===== config.mk =====
export PLATFORM = sky130hd
export DESIGN_NAME = me_load_result_stage
export DESIGN_NICKNAME = d
export VERILOG_FILES = /design/src/rtl/me_load_result_stage.sv
export SDC_FILE = /design/constraint.sdc
export NUM_CORES = 1
export LEC_CHECK = 0
export CAP_MARGIN = 20
export CELL_PAD_IN_SITES_DETAIL_PLACEMENT = 1
export CELL_PAD_IN_SITES_GLOBAL_PLACEMENT = 2
export CORE_AREA = 2 2 101 103
export CTS_CLUSTER_DIAMETER = 60
export DETAILED_ROUTE_END_ITERATION = 16
export DIE_AREA = 0 0 103 105
export PLACE_DENSITY_LB_ADDON = 0.1
export SETUP_SLACK_MARGIN = 0.15
export SLEW_MARGIN = 0
export SYNTH_ARGS = -nofsm -noshare
export SYNTH_HDL_FRONTEND = slang
export SYNTH_SLANG_ARGS = --single-unit

===== constraint.sdc =====
create_clock -name clk -period 1.65 [get_ports clk]
set_input_delay 0.33 -clock clk [delete_from_list [all_inputs] [get_ports clk]]
set_output_delay 0.33 -clock clk [all_outputs]
set_load 0.1 [all_outputs]

===== src/rtl/me_load_result_stage.sv =====
// me_load_result_stage: MEM-stage result register with variable-latency load handshake, sub-word extraction and bus timeout
module me_load_result_stage #(
  parameter int DATA_W  = 16,
  parameter int REG_AW  = 4,
  parameter int TIMEOUT = 255
) (
  input  logic              clk,
  input  logic              rst,
  input  logic              ex_valid,
  input  logic [DATA_W-1:0] ex_result,
  input  logic [REG_AW-1:0] ex_rd,
  input  logic [1:0]        ex_mem_ctrl,
  input  logic [1:0]        ex_load_mode,
  input  logic              ex_byte_hi,
  input  logic              flush,
  output logic              mem_rd_req,
  output logic [DATA_W-1:0] mem_rd_addr,
  input  logic              mem_rd_ack,
  input  logic [DATA_W-1:0] mem_rd_data,
  output logic              me_stall,
  output logic              me_valid,
  output logic [REG_AW-1:0] me_rd,
  output logic [DATA_W-1:0] me_result,
  output logic              me_bus_err
);
  localparam int SUB_W = DATA_W / 2;
  localparam int CW = TIMEOUT > 1 ? $clog2(TIMEOUT) : 1;
  typedef enum logic [1:0] {IDLE, WAIT, DRAIN} state_t;
  state_t state_q, state_d;
  logic [DATA_W-1:0] addr_q, addr_d, result_q, result_d, ext;
  logic [REG_AW-1:0] rd_q, rd_d;
  logic [CW-1:0] cnt_q, cnt_d;
  logic [1:0] mode_q, mode_d;
  logic [SUB_W-1:0] sub;
  logic hi_q, hi_d, valid_q, valid_d, err_q, err_d, tmo;
  logic unused_store;
  assign unused_store = ex_mem_ctrl[0];
  assign sub = hi_q ? mem_rd_data[DATA_W-1:SUB_W] : mem_rd_data[SUB_W-1:0];
  assign ext = mode_q == 2'b01 ? {{SUB_W{1'b0}}, sub} :
               mode_q == 2'b10 ? {{SUB_W{sub[SUB_W-1]}}, sub} : mem_rd_data;
  assign tmo = TIMEOUT != 0 && cnt_q == CW'(TIMEOUT - 1) && !mem_rd_ack;
  always_comb begin
    state_d  = state_q;
    addr_d   = addr_q;
    result_d = result_q;
    rd_d     = rd_q;
    mode_d   = mode_q;
    hi_d     = hi_q;
    valid_d  = 1'b0;
    err_d    = 1'b0;
    cnt_d    = state_q == IDLE ? '0 : CW'(cnt_q + 1'b1);
    case (state_q)
      IDLE: if (ex_valid && !flush) begin
        rd_d = ex_rd;
        if (ex_mem_ctrl[1]) begin
          addr_d  = ex_result;
          mode_d  = ex_load_mode;
          hi_d    = ex_byte_hi;
          state_d = WAIT;
        end else begin
          result_d = ex_result;
          valid_d  = 1'b1;
        end
      end
      WAIT: if (mem_rd_ack) begin
        state_d = IDLE;
        if (!flush) begin
          result_d = ext;
          valid_d  = 1'b1;
        end
      end else if (flush) begin
        // a flushed load that also times out is simply abandoned, no error
        state_d = tmo ? IDLE : DRAIN;
      end else if (tmo) begin
        state_d  = IDLE;
        result_d = '0;
        valid_d  = 1'b1;
        err_d    = 1'b1;
      end
      DRAIN: if (mem_rd_ack || tmo) state_d = IDLE;
      default: state_d = IDLE;
    endcase
  end
  always_ff @(posedge clk) begin
    if (rst) begin
      state_q  <= IDLE;
      addr_q   <= '0;
      result_q <= '0;
      rd_q     <= '0;
      mode_q   <= '0;
      hi_q     <= 1'b0;
      valid_q  <= 1'b0;
      err_q    <= 1'b0;
      cnt_q    <= '0;
    end else begin
      state_q  <= state_d;
      addr_q   <= addr_d;
      result_q <= result_d;
      rd_q     <= rd_d;
      mode_q   <= mode_d;
      hi_q     <= hi_d;
      valid_q  <= valid_d;
      err_q    <= err_d;
      cnt_q    <= cnt_d;
    end
  end
  assign mem_rd_req  = state_q != IDLE;
  assign me_stall    = state_q != IDLE;
  assign mem_rd_addr = addr_q;
  assign me_result   = result_q;
  assign me_rd       = rd_q;
  assign me_valid    = valid_q;
  assign me_bus_err  = err_q;
endmodule

==> summary.md <==
| Metric | Value |
|---|---|
| Buffer cell driving the clock tree root | sky130_fd_sc_hd__clkbuf_8 |
| Peak Freq | 0.6508 GHz |
| Hold Path Cell Cnt | 2 |
| Avg WL per Cell | about 16 µm |
| CTS tree | built |
| Via/cell ratio | 4.577 |
| Area fraction of the dominant cell type after synthesis | 43.29% |
| Worst setup path startpoint | state_q[1] |
| Share of the cycle needed by the critical path after routing | 93.13% |
| Cells after Synth | 276 |
| Cell taking the most area after synthesis | sky130_fd_sc_hd__dfxtp_1 |
| Number of placement rows | 36 |
| Post-Route Hold Slack | 0.3577 ns |
| Final non-filler cell area | 4101 µm² |
| Max_cap viols | 0 |
| Horizontal extent of the die | 103 µm |
| Clock insertion delay at the later pin of the skew report | 0.30 ns |
| Flop and latch count out of synthesis | 51 |
| Maximum number of pins on one net before global-route repair | 22 |
| Final period demand of the worst path | 1.537 ns |
| Worst setup SP type | flop |
| Total number of vias | 2325 |
| Overall Global Routing Usage | 14.55% |
| Crit end category | output pin |
| Vias in the first global route | 2333 |
| Worst-case reg-to-reg path depth | 6 |
| IO Pins | 86 |
| Hold Startpoint | rst |
| Worst clock skew | 0.004973 ns |
| First-pass GRT wire length | approximately 12000 µm |
| Final RePlAce weighted congestion | 0.7190 |
| Detailed-route DRC error count | 0 |
| Number of nets at the end of the flow | 422 |
| Worst Tran Pin Value | between 0.3 and 0.4 ns |
| Worst-case vdd ir drop | roughly 0.33 mV |
| Final hold violations | 0 |
| End of the critical path | me_stall |
| Number of H-tree branching levels | 2 |
| Final number of setup-violating endpoints | 0 |
| Crit-path leading delay family | flip-flops |
| Count of TritonRoute iterations in the first routing pass | 4 |
| Antenna fix cells | 0 |
| Worst hold path type | in2reg |
| Critical path's slowest cell | sky130_fd_sc_hd__dfxtp_2 |
| Setup repair after global routing missed its margin | true |
| Buffering stage count on the worst path with inverters included | 2 |
| R2r startpoint | state_q[1] |
| Synthesis-to-layout area growth | 73.90% |
| Power density over the cells | 718.2 nW/µm² |
| Remaining number of nets flagged by the antenna check after routing | 0 |
| Crit path arrival time | 1.21 ns |
| Share of layout cells above drive strength 1 | 30.13% |
| Filler cell count in the final layout | 1106 |
| Mean post-synth cell area | 8.545 µm² |
| Critical path depth | 3 |
| Type of the worst setup path | reg2out |
| Setup slack of the most critical reg-to-reg path | about 0.2 ns |
| Remaining Overflow, GRT | 0 |
| Number of synthesis warnings | 0 |
| Largest incremental delay on the critical path | 0.34 ns |
| CP Max Fanout | 6 |
| Initial cell density of the core | about a quarter |
| Number of antenna violations at the first check in global routing | 0 |
| Hold bufs inserted after CTS | 0 |
| Critical path, cell by cell | buf_6, or2_4, buf_12 |
| Worst EP required | 1.32 ns |
| Destination of the worst register-to-register timing path | me_result[4] |
| Placed Instance Area | between 3000 and 4000 µm² |
| Core Box Area | around 9600 µm² |
| Area of the die | 10820 µm² |
| Reported leakage power | 1.516 nW |
| Detailed placer's ending HPWL | 5884 µm |
| CTS sink cnt | 51 |
| Buffers added on ports | 84 |
| Post-synth cell types | 40 |
| Maximum buffer depth of the clock tree | 2 |
| Worst slew slack as a fraction of its limit | 76.09% |
| Die Span Y | 105 µm |
| Post-synthesis instance area | 2359 µm² |
| Syn_nets | 324 |
| Register area share after synthesis | 43.29% |
| Final routed wirelength across all metal layers | 7879 µm |
| Number of buffers created by CTS | 5 |
| Run status | complete, no violations |
| Leading post-synthesis cells by cell area | sky130_fd_sc_hd__dfxtp_1 43%, sky130_fd_sc_hd__nand2_1 11%, sky130_fd_sc_hd__a21oi_1 7.9%, sky130_fd_sc_hd__a311oi_1 4.1%, sky130_fd_sc_hd__a311oi_2 3.2% |
| Max Slew Vio Count | 0 |
| Initial detailed-routing violation count | 60 |
| Clock transition at the registers of the reported paths | 0.10 ns |
-- report_power, final --
part	switching (mW)	total [mW]	leakage, nW	internal, mW
clock network	0.432	0.730	0.0412	0.298
logic	0.518	0.884	1.06	0.367
registers	0.0537	1.33	0.419	1.28
total	1.00	2.95	1.52	1.94
-- kinds of logic after synthesis --
family                     after synthesis  share of synthesized area [%]
buffers and inverters                   26                          6.789
and+or+nand+nor                        112                          23.18
adders and majority gates                2                          1.061
DFF                                     51                          43.29
AOI/OAI and AO/OA                       74                          21.27
muxes                                    5                          2.175
xor gates and xnor gates                 6                          2.229
-- metal layers --
metal  part of all wire, %  track usage [%]  up-vias
li1                      -                -     1162
met1                    45            19.07     1102
met2                    49            24.21       55
met3                   4.9            2.943        6
met4                  0.76            3.571        0
met5                     0                0        -
-- what timing repair did --
action / in CTS / in global routing
setup buffers: 1 / 3
resized for setup: 9 / 30
pin swaps: 3 / 11
endpoints found under the setup margin: 17 / 36
gates cloned: 0 / 1
-- worst min-delay path by stage --
stage	to	slack, ns
floorplan	state_q[1]	0.41
global placement	mem_rd_addr[12]	0.48
detailed placement	mem_rd_addr[3]	0.49
CTS	me_rd[1]	0.36
global route	me_rd[2]	0.37
finish	me_rd[1]	0.36
-- stage by stage --
step / setup TNS, ns / power [mW] / setup WS [ns] / util [%] / cells
final: 0 / 2.946 / 0.1134 / 42.55 / 508
after global routing: 0 / 3.100 / 0.07241 / 42.55 / 508
after CTS: 0 / 2.982 / 0.08156 / 41.03 / 504
after detailed placement: -5.554 / 2.231 / -0.2225 / 39.80 / 495
after global placement: -4.397 / 2.227 / -0.1924 / 39.80 / 495
after floorplan: 0 / 1.827 / 0.1633 / - / 276
-- registers in the layout, indices dropped and copies added (netlist names) --
| register | count |
|---|---|
| me_bus_err | 1 |
| cnt_q | 8 |
| me_rd | 4 |
| mem_rd_addr | 16 |
| me_result | 16 |
| hi_q | 1 |
| me_valid | 1 |
| state_q | 2 |
| mode_q | 2 |
-- cell type report --
type                    instances  area (µm²)  share of cell area, %
inverters                       4       15.01                 0.3661
clock buffers                   6       72.57                  1.769
flip-flops and latches         51        1033                  25.20
multi-input cells             199        1282                  31.27
well taps                     133       166.4                  4.057
clock inverters                 2       12.51                 0.3051
repair buffers                113        1519                  37.03
-- Yosys cell counts --
cell type                  count
sky130_fd_sc_hd__and2b_2       1
sky130_fd_sc_hd__nor3_1        1
sky130_fd_sc_hd__or2_2         1
sky130_fd_sc_hd__and3b_1       1
sky130_fd_sc_hd__nand2b_1      2
sky130_fd_sc_hd__a31oi_1       8
sky130_fd_sc_hd__nor2_1       14
sky130_fd_sc_hd__o21ai_2       2
sky130_fd_sc_hd__nor4_1        2
sky130_fd_sc_hd__nor3b_1       1
sky130_fd_sc_hd__nor2b_1       2
sky130_fd_sc_hd__ha_1          2
sky130_fd_sc_hd__buf_4         2
sky130_fd_sc_hd__or2b_1        1
sky130_fd_sc_hd__dfxtp_1      51
sky130_fd_sc_hd__nor3b_2       1
sky130_fd_sc_hd__mux2_2        1
sky130_fd_sc_hd__nor4b_4       1
sky130_fd_sc_hd__nand4_1       1
sky130_fd_sc_hd__mux2i_1       4
sky130_fd_sc_hd__buf_1         1
sky130_fd_sc_hd__inv_1         4
sky130_fd_sc_hd__buf_6         5
sky130_fd_sc_hd__and4_1        8
sky130_fd_sc_hd__or2b_2        1
sky130_fd_sc_hd__nand3_1       5
sky130_fd_sc_hd__xor2_1        3
sky130_fd_sc_hd__o21a_1        1
sky130_fd_sc_hd__or3_1         1
sky130_fd_sc_hd__o21ai_0       2
sky130_fd_sc_hd__nand2_1      66
sky130_fd_sc_hd__buf_2         1
sky130_fd_sc_hd__buf_12        1
sky130_fd_sc_hd__a311oi_2      5
sky130_fd_sc_hd__a21o_1        8
sky130_fd_sc_hd__a21oi_1      37
sky130_fd_sc_hd__and2_1        2
sky130_fd_sc_hd__a311oi_1     11
sky130_fd_sc_hd__clkbuf_1     12
sky130_fd_sc_hd__xnor2_1       3
-- cells in the final DEF, fill, tap and decap left out, drive strengths merged --
master         Yosys  final
nor4               2      2
inv                4      4
mux2i              4      4
a31oi              8      8
nor2b              2      2
or2                1      1
dfxtp             51     51
a311oi            16     16
a21o               8      8
and2               2      2
xor2               3      3
dlygate4sd2        0      1
nand4              1      1
clkinv             0      1
nor2              14     14
mux2               1      1
nand3              5      5
o21ai              4      4
xnor2              3      3
clkbuf            12      6
clkdlybuf4s50      0     41
clkinvlp           0      1
ha                 2      2
nor4b              1      1
a21oi             37     37
and2b              1      1
or3                1      1
nor3b              2      2
and4               8      8
buf               10     70
nand2             66     66
dlymetal6s2s       0      1
o21a               1      1
nand2b             2      2
and3b              1      1
or2b               2      2
nor3               1      1
(Power assumes the default switching activity.)
==> RTL change 1, RTL diff (same flow settings) <==
The 3 states of `state_t` get a one-hot encoding in 3 bits.
--- a/src/rtl/me_load_result_stage.sv
+++ b/src/rtl/me_load_result_stage.sv
@@ -27,3 +27,3 @@
   localparam int CW = TIMEOUT > 1 ? $clog2(TIMEOUT) : 1;
-  typedef enum logic [1:0] {IDLE, WAIT, DRAIN} state_t;
+  typedef enum logic [2:0] {IDLE = 3'b001, WAIT = 3'b010, DRAIN = 3'b100} state_t;
   state_t state_q, state_d;
Formal check against the unedited RTL: no difference found for any inputs over 10 cycles, from zero or initial values and one cycle with rst high; not proved beyond that.
==> RTL change 1 against the original RTL <==
- the flow now finishes with violations (setup timing)
- hold slack worse by 9.8 ps
- first-iteration DRC count decreased by 1.7%
- via count rose by 10%
- power increased by 14%
- critical path depth up 1
- synthesized area is 4.4% higher
- combinational power up 18%
- design area is 14% higher
- sequential cell count grew 1
- setup slack worse by 120 ps
- count of clock-buffer cells in the layout stayed put
- utilization up 6.0 points
- routed wire length is 17% higher
- critical endpoint is now mem_rd_req
- highest routed layer unchanged
==> RTL change 1: results (changes against the original RTL) <==
{| class="wikitable"
! Metric !! Value
|-
| Outcome || finished, violations left (was finished clean)
|-
| Failing checks || setup timing
|-
| Biggest area contributors in the synthesized netlist || dfxtp_1, a21oi_1, nand2_1 (was dfxtp_1, nand2_1, a21oi_1)
|-
| Number of global-route vias before repair || 2,625 (was 2,333)
|-
| Clock tree root driver cell || clkbuf_8 (unchanged)
|-
| Count of placed standard cells including taps || 519 (was 495)
|-
| Number of warnings issued by yosys || 0 (unchanged)
|-
| Number of port buffers || 84 (unchanged)
|-
| Max FO, Critical Path || 3 (was 6)
|-
| Violation count after the first detailed-routing iteration || 59 (was 60)
|-
| Number of distinct standard cells referenced by the synthesized netlist || 36 (was 40)
|-
| Placed Area || 0.00400 mm2 (was 0.00384 mm2)
|-
| Count of final setup violators || 3 (was 0)
|-
| Routed wire length per instance || 17.0 um (was 15.5 um)
|-
| Net total in the final layout || 454 (was 422)
|-
| Fraction of the yosys area taken by sequential cells || 0.423 (was 0.433)
|-
| Arrival time worst endpoint || 1320 ps (was 1210 ps)
|-
| Clock transition at the register clock pins on the worst setup and hold paths after CTS || 100 ps (about the same)
|-
| Fraction of final layout cells sized beyond drive strength 1 || 0.408 (was 0.301)
|-
| Worst-case clock skew || 9.91 ps (was 4.97 ps)
|-
| Final worst setup slack || -2.10 ps (was 113 ps)
|-
| Share of synthesized registers carrying an async set or reset || 0 (unchanged)
|-
| Relative max-transition margin || 0.773 (was 0.761)
|-
| Count of pins over their slew limit || 0 (unchanged)
|-
| Net count of the mapped netlist || 342 (was 324)
|-
| Router iterations before antenna repair || 4 (unchanged)
|-
| First-pass GRT wire length || 13,800 um (was 12,300 um)
|-
| Number of vias per cell || 4.74 (was 4.58)
|-
| Inserted Clock Buffers || 5 (unchanged)
|-
| Largest stage delay on the critical path || 340 ps (about the same)
|-
| Static leakage || 1.70 nW (was 1.52 nW)
|-
| Gp weighted congestion || 0.781 (was 0.719)
|-
| Slowest stage cell, crit path || dfxtp_2 (unchanged)
|-
| Class of the worst hold path || in2reg (unchanged)
|-
| Total length of routed wires || 9200 um (was 7880 um)
|-
| Synth Area per Inst || 8.38 um2 (was 8.55 um2)
|-
| Number of antenna violations at the first check in global routing || 0 (unchanged)
|-
| Peak ir drop on the vdd network || 0.000327 V (was 0.000331 V)
|-
| Final hold violation count || 0 (unchanged)
|-
| H-tree depth || 2 (unchanged)
|-
| Total global routing track utilization || 0.166 (was 0.145)
|-
| Number of inserted diodes || 0 (unchanged)
|-
| Clock tree buffer depth || 2 (unchanged)
|-
| Ys flop type || dfxtp_1 (unchanged)
|-
| Top cells by instance count after synthesis || dfxtp_1, a21oi_1, nand2_1, nand3_1 (was nand2_1, dfxtp_1, a21oi_1, nor2_1, clkbuf_1)
|-
| DPL Wire Length || 6320 um (was 5880 um)
|-
| Clock latency of the later-clocked register in the worst-skew pair || 320 ps (was 300 ps)
|-
| Largest net degree at the start of global routing || 23 (was 22)
|-
| Kind of cell with the highest combined delay on the critical path || simple AND/OR/NAND/NOR gates (was flip-flops)
|}
## RTL change 1: cell count changes in the layout (fill, tap and decap cells not counted), sizes merged, moves of 7 or more
cell / before / now
o21ai: 4 / 17
a21boi: 0 / 8
nand3: 5 / 24
buf: 70 / 82
nand2: 66 / 38
and4: 8 / 1
and3: 0 / 10
nor2b: 2 / 12
a21o: 8 / 1
a31oi: 8 / 1
## RTL change 1: kinds of logic after synthesis
| family | count (synthesis) | synth area share |
|---|---|---|
| flops | 52 | 0.423 |
| fa+ha+maj | 2 | 0.0102 |
| xor+xnor | 7 | 0.0249 |
| buf+inv | 26 | 0.0503 |
| mux | 6 | 0.0244 |
| compound gates | 84 | 0.232 |
| simple gates | 117 | 0.236 |
## RTL change 1: final timing paths
| path | from | endpoint | slack, ps | cells past startpoint |
|---|---|---|---|---|
| min | rst | me_bus_err | 350 | 3 |
| max reg2reg | state_q[0] | me_result[14] | -2 | 4 |
| max | state_q[1] | mem_rd_req | -2 | 4 |
| min reg2reg | mem_rd_addr[6] | mem_rd_addr[6] | 500 | 2 |
## RTL change 1: repair_timing
| item | in CTS | in global routing |
|---|---|---|
| cloned | 2 | 5 |
| pin swaps | 10 | 23 |
| buffers inserted | 5 | 1 |
| endpoints found under the setup margin | 26 | 44 |
| endpoints found under the hold margin | 0 | 0 |
| resized for setup | 28 | 82 |
## RTL change 1: power breakdown
part | total [W] | switching [W] | internal [W] | leakage (nW)
clock network | 0.000954 | 0.000457 | 0.000497 | 0.0614
registers | 0.00136 | 0.0000566 | 0.00130 | 0.423
logic | 0.00104 | 0.000599 | 0.000440 | 1.22
total | 0.00335 | 0.00111 | 0.00224 | 1.70
## RTL change 1: metrics by stage
| step | setup TNS [ps] | power (W) | setup slack, ps |
|---|---|---|---|
| 2_1_floorplan | -1430 | 0.00188 | -120 |
| 3_3_place_gp | -7110 | 0.00228 | -262 |
| 3_5_place_dp | -7140 | 0.00229 | -332 |
| 4_1_cts | 0 | 0.00328 | 13.8 |
| 5_1_grt | -583 | 0.00350 | -59.0 |
| 6_report | -4.74 | 0.00335 | -2.10 |
## RTL change 1: per-layer routing
layer / vias to the layer above / track usage / share of wire / routed length, um
met1: 1227 / 0.222 / 0.44 / 4080
met5: - / 0 / 0 / 0
met3: 8 / 0.0368 / 0.039 / 358
met4: 0 / 0.0338 / 0.0084 / 77
met2: 54 / 0.271 / 0.51 / 4680
li1: 1270 / - / - / -
## RTL change 1: area by class of cell
| cell class | count | area, um2 |
|---|---|---|
| flip-flops and latches | 52 | 1040 |
| inverters | 3 | 11.3 |
| clock buffers | 6 | 82.6 |
| repair buffers | 126 | 1650 |
| fillers | 1093 | 4960 |
| clock inverters | 2 | 38.8 |
| well taps | 133 | 166 |
| multi-input cells | 218 | 1690 |
==> RTL change 2, RTL diff (same settings) <==
Made on the original files. Set the parameter `TIMEOUT` to 510 (it was 255).
--- a/src/rtl/me_load_result_stage.sv
+++ b/src/rtl/me_load_result_stage.sv
@@ -4,3 +4,3 @@
   parameter int REG_AW  = 4,
-  parameter int TIMEOUT = 255
+  parameter int TIMEOUT = 510
 ) (
Formal check against the unedited RTL: same outputs for any inputs over 10 cycles, from zero or initial values and one cycle with rst high; that may be too few to reach the edited logic, so the function may still have changed.
==> RTL change 2 against the original RTL <==
- synthesized area increased by 2.0%
- count of clock-buffer cells in the layout unchanged
- design area decreased by 0.24%
- power increased by 6.2%
- fmax increased by 2.5%
- setup slack improved by 38 ps
- combinational power increased by 0.6%
- sequential cell count increased by 1
- routed wire length increased by 2.9%
- largest power group unchanged
==> RTL change 2: results (changes against the original RTL) <==
{| class="wikitable"
! Metric !! Value
|-
| Outcome || finished clean (unchanged)
|-
| Clock network contribution to total cell area || 0.0263 (was 0.0207)
|-
| Type of the worst setup path || reg2reg (was reg2out)
|-
| Peak ir drop on the vdd network || 0.000321 V (was 0.000331 V)
|-
| Min-Delay Endpoint || me_result[5] (was me_rd[1])
|-
| Kind of cell with the highest combined delay on the critical path || compound AO/OA/AOI/OAI gates (was flip-flops)
|-
| Switching power || 0.00101 W (was 0.00100 W)
|-
| Fraction of final layout cells sized beyond drive strength 1 || 0.268 (was 0.301)
|-
| Pre-CTS WS || -191 ps (was -222 ps)
|-
| Gate Count Post-Synth || 286 (was 276)
|-
| Non-clock buffers || 110 (was 113)
|-
| Max FO, Critical Path || 8 (was 6)
|-
| Count of placed standard cells including taps || 502 (was 495)
|-
| Routed length on met3 || 527 um (was 383 um)
|-
| Relative area of non-clock buffer cells in the final design || 0.358 (was 0.370)
|-
| Routed length on met1 || 3800 um (was 3580 um)
|-
| Adder-cell share of the synthesized area || 0.0104 (was 0.0106)
|-
| Count of multi-input gates || 210 (was 199)
|-
| CP startpoint || cnt_q[1] (was state_q[1])
|-
| Placed Area || 0.00385 mm2 (was 0.00384 mm2)
|-
| Arrival time worst endpoint || 1720 ps (was 1210 ps)
|-
| Gp weighted congestion || 0.748 (was 0.719)
|-
| Synth Area in Compound Gates || 0.215 (was 0.213)
|-
| Fraction of the yosys area taken by sequential cells || 0.433 (about the same)
|-
| Total global routing track utilization || 0.152 (was 0.145)
|-
| Share of Yosys cell area claimed by the top area cell type || 0.433 (about the same)
|-
| Number of synthesized register bits || 52 (was 51)
|-
| Routed wire length per instance || 15.8 um (was 15.5 um)
|-
| First-pass GRT wire length || 12,900 um (was 12,300 um)
|-
| Fill cell total of the finished layout || 1,115 (was 1,106)
|-
| DPL Wire Length || 6080 um (was 5880 um)
|-
| Count of cells along the worst register-to-register path || 7 (was 6)
|-
| Net total in the final layout || 428 (was 422)
|-
| Share of cell area taken by muxes after synthesis || 0.0208 (was 0.0218)
|-
| Biggest area contributors in the synthesized netlist || dfxtp_1, nand2_1, a21oi_1 (unchanged)
|-
| Relative max-transition margin || 0.763 (was 0.761)
|-
| Register-to-register setup slack || 150 ps (was 200 ps)
|-
| Number of distinct standard cells referenced by the synthesized netlist || 39 (was 40)
|-
| Top cells by instance count after synthesis || nand2_1, dfxtp_1, a21oi_1, nor2_1, a311oi_1 (was nand2_1, dfxtp_1, a21oi_1, nor2_1, clkbuf_1)
|}
## RTL change 2: changes by cell type in the layout (fill, tap and decap cells not counted), sizes merged, moves of 3 or more
cell / before / now
xor2: 3 / 7
o21ai: 4 / 10
buf: 70 / 67
nand4: 1 / 4
a21boi: 0 / 8
inv: 4 / 1
and4: 8 / 1
and3: 0 / 9
a31oi: 8 / 0
## RTL change 2: power by group through the flow
| stage | Sequential (W) | Clock [W] | Combinational (W) |
|---|---|---|---|
| final | 0.00136 | 0.000886 | 0.000889 |
| after global routing | 0.00136 | 0.000991 | 0.000931 |
| after CTS | 0.00136 | 0.000932 | 0.000884 |
| after detailed placement | 0.00139 | 0 | 0.000867 |
| after global placement | 0.00138 | 0 | 0.000864 |
| after floorplan | 0.00167 | 0 | 0.000184 |
## RTL change 2: metal layers
metal	track usage	up-vias
met1	0.213	1089
li1	-	1175
met2	0.232	53
met5	0	-
met4	0.0282	0
met3	0.0468	4
